--- src/rtl/cabin_lighting_sequencer_if.sv ---
// Scene request handshake between a cabin controller (master) and the
// lighting sequencer (slave). A request transfers on a clock edge where
// req_valid and req_ready are both high.
interface cabin_lighting_sequencer_if;
  logic       req_valid;
  logic [1:0] req_scene;
  logic       req_ready;

  modport master (
    output req_valid,
    output req_scene,
    input  req_ready
  );

  modport slave (
    input  req_valid,
    input  req_scene,
    output req_ready
  );
endinterface

--- src/rtl/cabin_lighting_sequencer.sv ---
// Cabin lighting sequencer: buffers scene requests and ramps the committed
// brightness toward each scene's level in bounded steps. Each step waits for
// an external transition timer; a watchdog flags a sticky fault if the timer
// never answers.
// Optional macro CABIN_LIGHT_REQ_FIFO_EN: 2-entry request FIFO instead of a
// single holding register.
module cabin_lighting_sequencer #(
  parameter logic [7:0]  STEP_SIZE      = 8'h40,
  parameter int unsigned TIMEOUT_CYCLES = 16,
  parameter logic [7:0]  LVL_OFF        = 8'h00,
  parameter logic [7:0]  LVL_NIGHT      = 8'h20,
  parameter logic [7:0]  LVL_CRUISE     = 8'h80,
  parameter logic [7:0]  LVL_BOARD      = 8'hFF
) (
  input  logic                             clk,
  input  logic                             reset_n,
  input  logic                             en,
  cabin_lighting_sequencer_if.slave        req,
  output logic                             timer_start,
  input  logic                             timer_done,
  input  logic                             fault_clr,
  output logic [7:0]                       light_level,
  output logic                             busy,
  output logic                             fault
);

  localparam int unsigned WdW = (TIMEOUT_CYCLES < 2) ? 1 : $clog2(TIMEOUT_CYCLES + 1);

  typedef enum logic [1:0] {StIdle, StArm, StWait, StApply} state_e;

  state_e           state_q, state_d;
  logic [7:0]       level_q, level_d;
  logic [7:0]       target_q, target_d;
  logic [WdW-1:0]   wd_q, wd_d;
  logic             fault_q, fault_d;

  logic             push, pop, buf_empty, buf_full;
  logic [1:0]       head_scene;

  function automatic logic [7:0] scene_level(input logic [1:0] scene);
    case (scene)
      2'd0:    return LVL_OFF;
      2'd1:    return LVL_NIGHT;
      2'd2:    return LVL_CRUISE;
      default: return LVL_BOARD;
    endcase
  endfunction

  // Move by at most STEP_SIZE and clip at the target, so no overshoot or wrap.
  function automatic logic [7:0] step_toward(input logic [7:0] cur, input logic [7:0] tgt);
    logic [7:0] diff;
    if (tgt > cur) begin
      diff = tgt - cur;
      return (diff > STEP_SIZE) ? cur + STEP_SIZE : tgt;
    end else begin
      diff = cur - tgt;
      return (diff > STEP_SIZE) ? cur - STEP_SIZE : tgt;
    end
  endfunction

  // Handshake: ready is forced low during reset and while frozen.
  assign req.req_ready = reset_n & en & ~buf_full;
  assign push          = req.req_valid & req.req_ready;
  assign pop           = (state_q == StIdle) & en & ~buf_empty;

`ifdef CABIN_LIGHT_REQ_FIFO_EN
  logic [1:0] fifo_q [2];
  logic       rd_ptr_q, wr_ptr_q;
  logic [1:0] count_q;

  assign buf_empty  = (count_q == 2'd0);
  assign buf_full   = (count_q == 2'd2);
  assign head_scene = fifo_q[rd_ptr_q];

  // Two-entry request FIFO; simultaneous push and pop keeps occupancy.
  always_ff @(posedge clk or negedge reset_n) begin
    if (!reset_n) begin
      fifo_q[0] <= 2'd0;
      fifo_q[1] <= 2'd0;
      rd_ptr_q  <= 1'b0;
      wr_ptr_q  <= 1'b0;
      count_q   <= 2'd0;
    end else begin
      if (push) begin
        fifo_q[wr_ptr_q] <= req.req_scene;
        wr_ptr_q         <= ~wr_ptr_q;
      end
      if (pop) rd_ptr_q <= ~rd_ptr_q;
      if (push && !pop)      count_q <= count_q + 2'd1;
      else if (pop && !push) count_q <= count_q - 2'd1;
    end
  end
`else
  logic       hold_valid_q;
  logic [1:0] hold_scene_q;

  assign buf_empty  = ~hold_valid_q;
  assign buf_full   = hold_valid_q;
  assign head_scene = hold_scene_q;

  // Single holding register; push only happens when it is empty.
  always_ff @(posedge clk or negedge reset_n) begin
    if (!reset_n) begin
      hold_valid_q <= 1'b0;
      hold_scene_q <= 2'd0;
    end else begin
      if (pop) hold_valid_q <= 1'b0;
      if (push) begin
        hold_valid_q <= 1'b1;
        hold_scene_q <= req.req_scene;
      end
    end
  end
`endif

  // Sequencer state, brightness, target, watchdog and fault registers.
  always_ff @(posedge clk or negedge reset_n) begin
    if (!reset_n) begin
      state_q  <= StIdle;
      level_q  <= 8'h00;
      target_q <= 8'h00;
      wd_q     <= '0;
      fault_q  <= 1'b0;
    end else begin
      state_q  <= state_d;
      level_q  <= level_d;
      target_q <= target_d;
      wd_q     <= wd_d;
      fault_q  <= fault_d;
    end
  end

  // Next-state and timer_start; everything holds while en is low.
  always_comb begin
    state_d     = state_q;
    level_d     = level_q;
    target_d    = target_q;
    wd_d        = wd_q;
    fault_d     = fault_q;
    timer_start = 1'b0;

    // A timeout later in this block overrides the clear.
    if (fault_clr) fault_d = 1'b0;

    if (en) begin
      unique case (state_q)
        StIdle: begin
          if (!buf_empty) begin
            target_d = scene_level(head_scene);
            if (target_d != level_q) state_d = StArm;
          end
        end
        StArm: begin
          timer_start = 1'b1;
          wd_d        = '0;
          state_d     = StWait;
        end
        StWait: begin
          if (timer_done) begin
            state_d = StApply;
          end else begin
            wd_d = wd_q + WdW'(1);
            if (wd_d == WdW'(TIMEOUT_CYCLES)) begin
              fault_d  = 1'b1;
              target_d = level_q;
              wd_d     = '0;
              state_d  = StIdle;
            end
          end
        end
        StApply: begin
          level_d = step_toward(level_q, target_q);
          state_d = (level_d == target_q) ? StIdle : StArm;
        end
        default: state_d = StIdle;
      endcase
    end
  end

  assign light_level = level_q;
  assign busy        = (state_q != StIdle);
  assign fault       = fault_q;

endmodule

--- src/flat_wrapper.sv ---
// flat-port wrapper written by rule: the top's interface ports become plain ports
module cabin_lighting_sequencer_flat 
#(
  parameter logic [7:0]  STEP_SIZE      = 8'h40,
  parameter int unsigned TIMEOUT_CYCLES = 16,
  parameter logic [7:0]  LVL_OFF        = 8'h00,
  parameter logic [7:0]  LVL_NIGHT      = 8'h20,
  parameter logic [7:0]  LVL_CRUISE     = 8'h80,
  parameter logic [7:0]  LVL_BOARD      = 8'hFF
)
  (clk, reset_n, en, timer_start, timer_done, fault_clr, light_level, busy, fault, req_req_valid, req_req_scene, req_req_ready);
  cabin_lighting_sequencer_if req_i ();
  input  logic clk;
  input  logic reset_n;
  input  logic en;
  output logic timer_start;
  input  logic timer_done;
  input  logic fault_clr;
  output logic [7:0] light_level;
  output logic busy;
  output logic fault;
  input wire logic [$bits(req_i.req_valid)-1:0] req_req_valid;
  input wire logic [$bits(req_i.req_scene)-1:0] req_req_scene;
  output wire logic [$bits(req_i.req_ready)-1:0] req_req_ready;
  assign req_i.req_valid = req_req_valid;
  assign req_i.req_scene = req_req_scene;
  assign req_req_ready = req_i.req_ready;
  cabin_lighting_sequencer #(.STEP_SIZE(STEP_SIZE), .TIMEOUT_CYCLES(TIMEOUT_CYCLES), .LVL_OFF(LVL_OFF), .LVL_NIGHT(LVL_NIGHT), .LVL_CRUISE(LVL_CRUISE), .LVL_BOARD(LVL_BOARD)) u_core (.clk(clk), .reset_n(reset_n), .en(en), .req(req_i), .timer_start(timer_start), .timer_done(timer_done), .fault_clr(fault_clr), .light_level(light_level), .busy(busy), .fault(fault));
endmodule
--- config.mk ---
export PLATFORM = sky130hd
export DESIGN_NAME = cabin_lighting_sequencer_flat
export DESIGN_NICKNAME = d
export VERILOG_FILES = /design/src/rtl/cabin_lighting_sequencer_if.sv /design/src/rtl/cabin_lighting_sequencer.sv /design/src/flat_wrapper.sv
export SDC_FILE = /design/constraint.sdc
export NUM_CORES = 1
export LEC_CHECK = 0
export ABC_AREA = 1
export BUFFER_PORTS_ARGS = -buffer_cell sky130_fd_sc_hd__buf_4
export CORE_UTILIZATION = 40
export CTS_CLUSTER_SIZE = 40
export DETAILED_ROUTE_END_ITERATION = 10
export PLACE_DENSITY_LB_ADDON = 0.2
export SETUP_SLACK_MARGIN = 0.2
export SLEW_MARGIN = 30
export SYNTH_ARGS = -nofsm -noshare
export SYNTH_HDL_FRONTEND = slang
export SYNTH_SLANG_ARGS = --single-unit
--- constraint.sdc ---
create_clock -name clk -period 3.6 [get_ports clk]
set_clock_uncertainty 0.1 [all_clocks]
set_input_delay 1.08 -clock clk [delete_from_list [all_inputs] [get_ports clk]]
set_output_delay 1.08 -clock clk [all_outputs]
set_load 0.03 [all_outputs]
==> flow_summary.toml, run 1 <==
[floorplan]
dieArea_um2 = 6940
io_pins = 20
initial_core_util_pct = 41.7
coreArea_um2 = 6350
die_height_um = 83.3
die_x_um = 83.3
core.rowCount = 29

[placement]
place_inst = 502
hpwl_mm = 5.62
gp_congestion = 0.849
io_buffers = 19
dpl_cell_area_um2 = 2850

[detailed_routing]
wl_met1_mm = 3.38
wl_met2_mm = 3.49
top_layer_used = "met4"
drtAntennaViolNets = 0
drc = 0
met3_length_um = 426
firstDrtPassIters = 5
via_count = 2701
viasPerCell = 5.34
drt_iter0_drc = 166
finalWirelength_mm = 7.35
wl_per_cell_um = 14.5

[final_layout]
finish.utilization_pct = 45.8
diodes = 0
final_cell_mix = "118 x nand2_1, 83 x nand3_1, 52 x inv_1"
final_cells = 506
syn_to_final_growth_pct = 9.93
drive_gt1_share_pct = 11.4
design_area_um2 = 2910
fin_nets = 455
final_common_cell = "nand2_1"

[clock_network]
clock-sinks = 27
htree_levels = 1
cts_root_buf = "clkbuf_8"
cts_buffers = 3
insertion_delay_ns = 0.27
clock_path_buffers = 2
cts.clk_slew.worst_paths_ns = 0.10
cts_tree = "done"

[global_routing]
grt_util_all_layers_pct = 21.8
overflow = 0
grt_max_degree = 28
antenna_found_initial = 0
grt_pass1_wl_mm = 12.4
grt_pass1_vias = 2571

[timing]
hold_violations = 0
tns_ns = 0
fin_crit_sh_pct = 86.4
worst_slew_pin_slew_ns = 0.733
min_period_ns = 3.11
relSlewSlack_pct = 50.5
fmax_mhz = 322
maxSlewViolCount = 0
setup_viol = 0
rsz0062_at_grt = "false"

[flow_run]
max_cap_violations = 0

[worst_hold_path]
hold_class = "flip-flop to flip-flop"

[synth]
ys_seq_area_share_pct = 25.5
yosysWarnings = 0
synth_top_cell_by_area = "dfrtp_1"
synth_top_cell_area_share_pct = 25.5
synth_nets = 437
synth_seq_cells = 27
syn_area_um2 = 2650
syn_area_per_cell_um2 = 6.42
synth.area.top_cells = "dfrtp_1 26%, nand2_1 17%, nand3_1 16%"
synth_cells = 412
yosysUniqueCellTypes = 38

[setup_path]
worstSetupEndpointType = "flip-flop"
cp.arrival_ns = 3.18
required_ns = 3.67
critPathMaxFanout = 13
start_kind = "flip-flop"
critical_path_class = "flip-flop to flip-flop"

[outcome]
status = "complete, no violations"
## Yosys cell counts
master,instances
nand2_4,2
o211ai_1,4
dfrtp_1,27
nand2_1,118
o21ai_2,1
inv_1,52
o41ai_1,2
nor4_1,1
xnor2_1,1
clkbuf_1,2
buf_4,2
mux2_2,1
o21a_1,2
nand3_1,83
nor2_1,20
nand4_1,1
a21oi_2,2
o31ai_4,1
o311ai_0,1
clkinv_1,1
xor2_2,1
buf_6,1
o21ai_1,1
a22oi_1,1
fa_1,1
o32ai_1,2
nor2_4,1
nand3_2,4
a21oi_1,14
xor2_1,2
nand2_2,5
inv_2,5
nor3b_1,1
nor3_1,1
nor2_2,1
o21ai_0,27
buf_2,4
ha_1,16
## cell type report
type / count / area (um^2)
clock buffer: 4 / 45.0
fill: 671 / 3440
inverter: 58 / 218
multi-input combinational: 318 / 1710
sequential: 27 / 676
tap: 77 / 96.3
timing repair buffer: 22 / 165
## critical path: stages, from the launching register on
cell and delay, ns:
dfrtp_1 0.50, inv_1 0.19, ha_1 0.47, nand2_1 0.13, nor2_1 0.16, nand3_1 0.15
nand3_1 0.12, nand2_1 0.07, inv_2 0.24, nand2_4 0.17, nand2_1 0.09, nand3_1 0.10
nand2_1 0.08, nand2_1 0.05, nand2_1 0.06, nand2_1 0.06, nor2_1 0.10, nand2_1 0.06
nand2_1 0.07, a21oi_2 0.05
## layer usage
metal / global-route usage, % / vias to the layer above
met5: 0 / -
met3: 1.49 / 4
met4: 5.02 / 0
met1: 30.2 / 1233
met2: 37.0 / 76
li1: - / 1388
## path summary, 6_finish.rpt
kind                                            start            endpoint  slack [ns]  cells after the start
worst min register to register           u_core.fault        u_core.fault        0.44                      2
min in group asynchronous                     reset_n  u_core.target_q[6]        0.73                      2
worst max register to register  u_core.light_level[3]   u_core.state_q[0]        0.49                     19
worst max-delay path            u_core.light_level[3]   u_core.state_q[0]        0.49                     19
max in group asynchronous                     reset_n   u_core.state_q[1]        2.39                      2
worst min-delay path                     u_core.fault        u_core.fault        0.44                      2
## per-stage QoR
| step | hold slack (ns) | worst slack (ns) |
|---|---|---|
| 2_1_floorplan | 0.393 | 0.862 |
| 3_3_place_gp | 0.410 | 0.380 |
| 3_5_place_dp | 0.429 | 0.396 |
| 4_1_cts | 0.447 | 0.382 |
| 5_1_grt | 0.474 | 0.220 |
| 6_report | 0.442 | 0.491 |
## state kept, by name (all words and copies together) (netlist names)
name and flops:
u_core.light_level 8, u_core.target_q 8, u_core.wd_q 5, u_core.head_scene 2, u_core.state_q 2, u_core.buf_full 1, u_core.fault 1
## cell families (layout without fill, tap and decap cells)
logic type / after synthesis / after routing / synth area share (%)
buf+inv: 67 / 84 / 10.3
xor+xnor: 4 / 4 / 1.61
mux: 1 / 1 / 0.426
simple gates: 238 / 238 / 40.4
fa+ha+maj: 17 / 17 / 8.33
compound gates: 58 / 58 / 13.4
flops: 27 / 27 / 25.5
## repair_timing
action                                 in CTS  in global routing
hold buffers                                0                  0
setup buffers                               0                  0
endpoints found under the hold margin       0                  0
gates resized for setup                     0                  2
setup endpoints to repair                   0                  1
Power of run 1 is not shown: default switching activity piles up to over one toggle a cycle in this logic, so the estimate is an artifact.
==> run 2: changes to the inputs <==
--- a/config.mk
+++ b/config.mk
@@ -10,7 +10,7 @@
 export CORE_UTILIZATION = 40
 export CTS_CLUSTER_SIZE = 40
 export DETAILED_ROUTE_END_ITERATION = 10
-export PLACE_DENSITY_LB_ADDON = 0.2
+export PLACE_DENSITY = 0.58
 export SETUP_SLACK_MARGIN = 0.2
 export SLEW_MARGIN = 30
 export SYNTH_ARGS = -nofsm -noshare
==> run 2 against run 1 <==
Compared with the run above: sequential share of layout area is 0.053 points higher; critical path depth is the same; flip-flop and latch count unchanged; count of clock-buffer cells in the layout stayed put; global-route usage is 0.54 points higher; register-to-register slack improved by 0.03 ns; critical endpoint unchanged.
==> flow_summary.toml, run 2 (synthesis results as in run 1) <==
[outcome]
status = "complete, no violations"

[placement]
place_inst = 502
gp_congestion = 0.904
io_buffers = 19
hpwl_mm = 5.75

[timing]
worst_slew_pin_slew_ns = 0.722
tns_ns = 0
relSlewSlack_pct = 51.2
min_period_ns = 3.08
rsz0062_at_grt = "false"
fmax_mhz = 324
fin_crit_sh_pct = 85.7
hold_violations = 0
setup_viol = 0
maxSlewViolCount = 0

[worst_hold_path]
hold_class = "flip-flop to flip-flop"
min_from = "u_core.buf_full"

[clock_network]
cts_setup_buffers = 0
cts_tree = "done"
clock_path_buffers = 2
clock-sinks = 27
hold_buffers = 0
cts.clk_slew.worst_paths_ns = 0.10
cts_buffers = 3
htree_levels = 1
cts_root_buf = "clkbuf_8"
insertion_delay_ns = 0.27

[detailed_routing]
finalWirelength_mm = 7.59
top_layer_used = "met4"
drtAntennaViolNets = 0
wl_per_cell_um = 15.0
met3_length_um = 452
wl_met1_mm = 3.48
drt_iter0_drc = 191
drc = 0
via_count = 2782
wl_met2_mm = 3.56
firstDrtPassIters = 5
viasPerCell = 5.50

[setup_path]
critPathMaxStageDelay_ns = 0.49
rrSetupSlack_ns = 0.52
worst_path_most_repeated_cell = "nand2_1"
reg2reg_to = "u_core.state_q[0]"
crit_chain = "inv_1 > ha_1 > a21oi_1 > o21a_1 > nand2_1 > nand2_1 > nand2_1 > inv_2 > nand2_2 > nand2_1 > nand3_1 > nand2_1 > nand2_1 > nand2_1 > nand2_1 > nor2_1 > nand2_1 > nand2_1 > a21oi_2"
cp-endpoint = "u_core.state_q[0]"
critPathMaxFanout = 13
start_kind = "flip-flop"
cp.arrival_ns = 3.14
worst-r2r-cell-count = 19
required_ns = 3.65
reg2reg_from = "u_core.light_level[4]"
cp_slowest_cell = "dfrtp_1"
worstSetupEndpointType = "flip-flop"
startpoint = "u_core.light_level[4]"
critical_path_class = "flip-flop to flip-flop"

[global_routing]
grt_util_all_layers_pct = 22.3
antenna_found_initial = 0
overflow = 0
grt_pass1_wl_mm = 12.6
grt_pass1_vias = 2657
grt_max_degree = 28

[floorplan]
coreArea_um2 = 6350
core.rowCount = 29
io_pins = 20
die_height_um = 83.3
initial_core_util_pct = 41.7
dieArea_um2 = 6940
die_x_um = 83.3

[flow_run]
max_cap_violations = 0

[final_layout]
drive_gt1_share_pct = 11.9
final_cell_mix = "118 x nand2_1, 83 x nand3_1, 52 x inv_1"
syn_to_final_growth_pct = 9.89
final_cells = 506
diodes = 0
final_common_cell = "nand2_1"
fin_nets = 455
-- run 2: layout make-up --
class                      instances  area, um^2
sequential                        27         677
fill                             667        3440
clock buffer                       4        45.0
inverter                          58         218
tap                               77        96.3
timing repair buffer              22         165
multi-input combinational        318        1710
-- run 2: per-layer routing --
| metal | GRT usage, % | up-vias |
|---|---|---|
| met3 | 2.49 | 12 |
| met4 | 5.64 | 0 |
| li1 | - | 1387 |
| met1 | 30.0 | 1285 |
| met2 | 38.2 | 98 |
| met5 | 0 | - |
-- run 2: worst min-delay path by stage --
| stage | endpoint | depth (start not counted) |
|---|---|---|
| after global routing | u_core.fault | 2 |
| after detailed placement | u_core.fault | 2 |
| after CTS | u_core.fault | 2 |
| after floorplan | u_core.buf_full | 2 |
| after global placement | u_core.wd_q[4] | 2 |
| final | u_core.buf_full | 2 |
-- run 2: stage by stage --
| step | cell area (um^2) | utilization (%) | hold WS (ns) | worst slack (ns) |
|---|---|---|---|---|
| finish | 2910 | 45.8 | 0.446 | 0.516 |
| global route | 2910 | 45.8 | 0.470 | 0.238 |
| CTS | 2900 | 45.6 | 0.457 | 0.434 |
| detailed placement | 2850 | 44.9 | 0.438 | 0.472 |
| global placement | 2850 | 44.9 | 0.421 | 0.425 |
| floorplan | 2650 | - | 0.393 | 0.862 |
-- run 2: worst max-delay path: cells and delay by family (launching register included) --
family | cells | cell delay [ns]
and+or+nand+nor | 13 | 1.07
DFF | 1 | 0.49
AOI/OAI and AO/OA | 3 | 0.49
buffers and inverters | 2 | 0.39
adders and majority gates | 1 | 0.42
-- run 2: timing repair --
| action | in CTS | in global routing |
|---|---|---|
| setup endpoints to repair | 0 | 1 |
| gates resized for setup | 0 | 3 |
| hold endpoints to repair | 0 | 0 |
Power of run 2 is left out for the same reason.
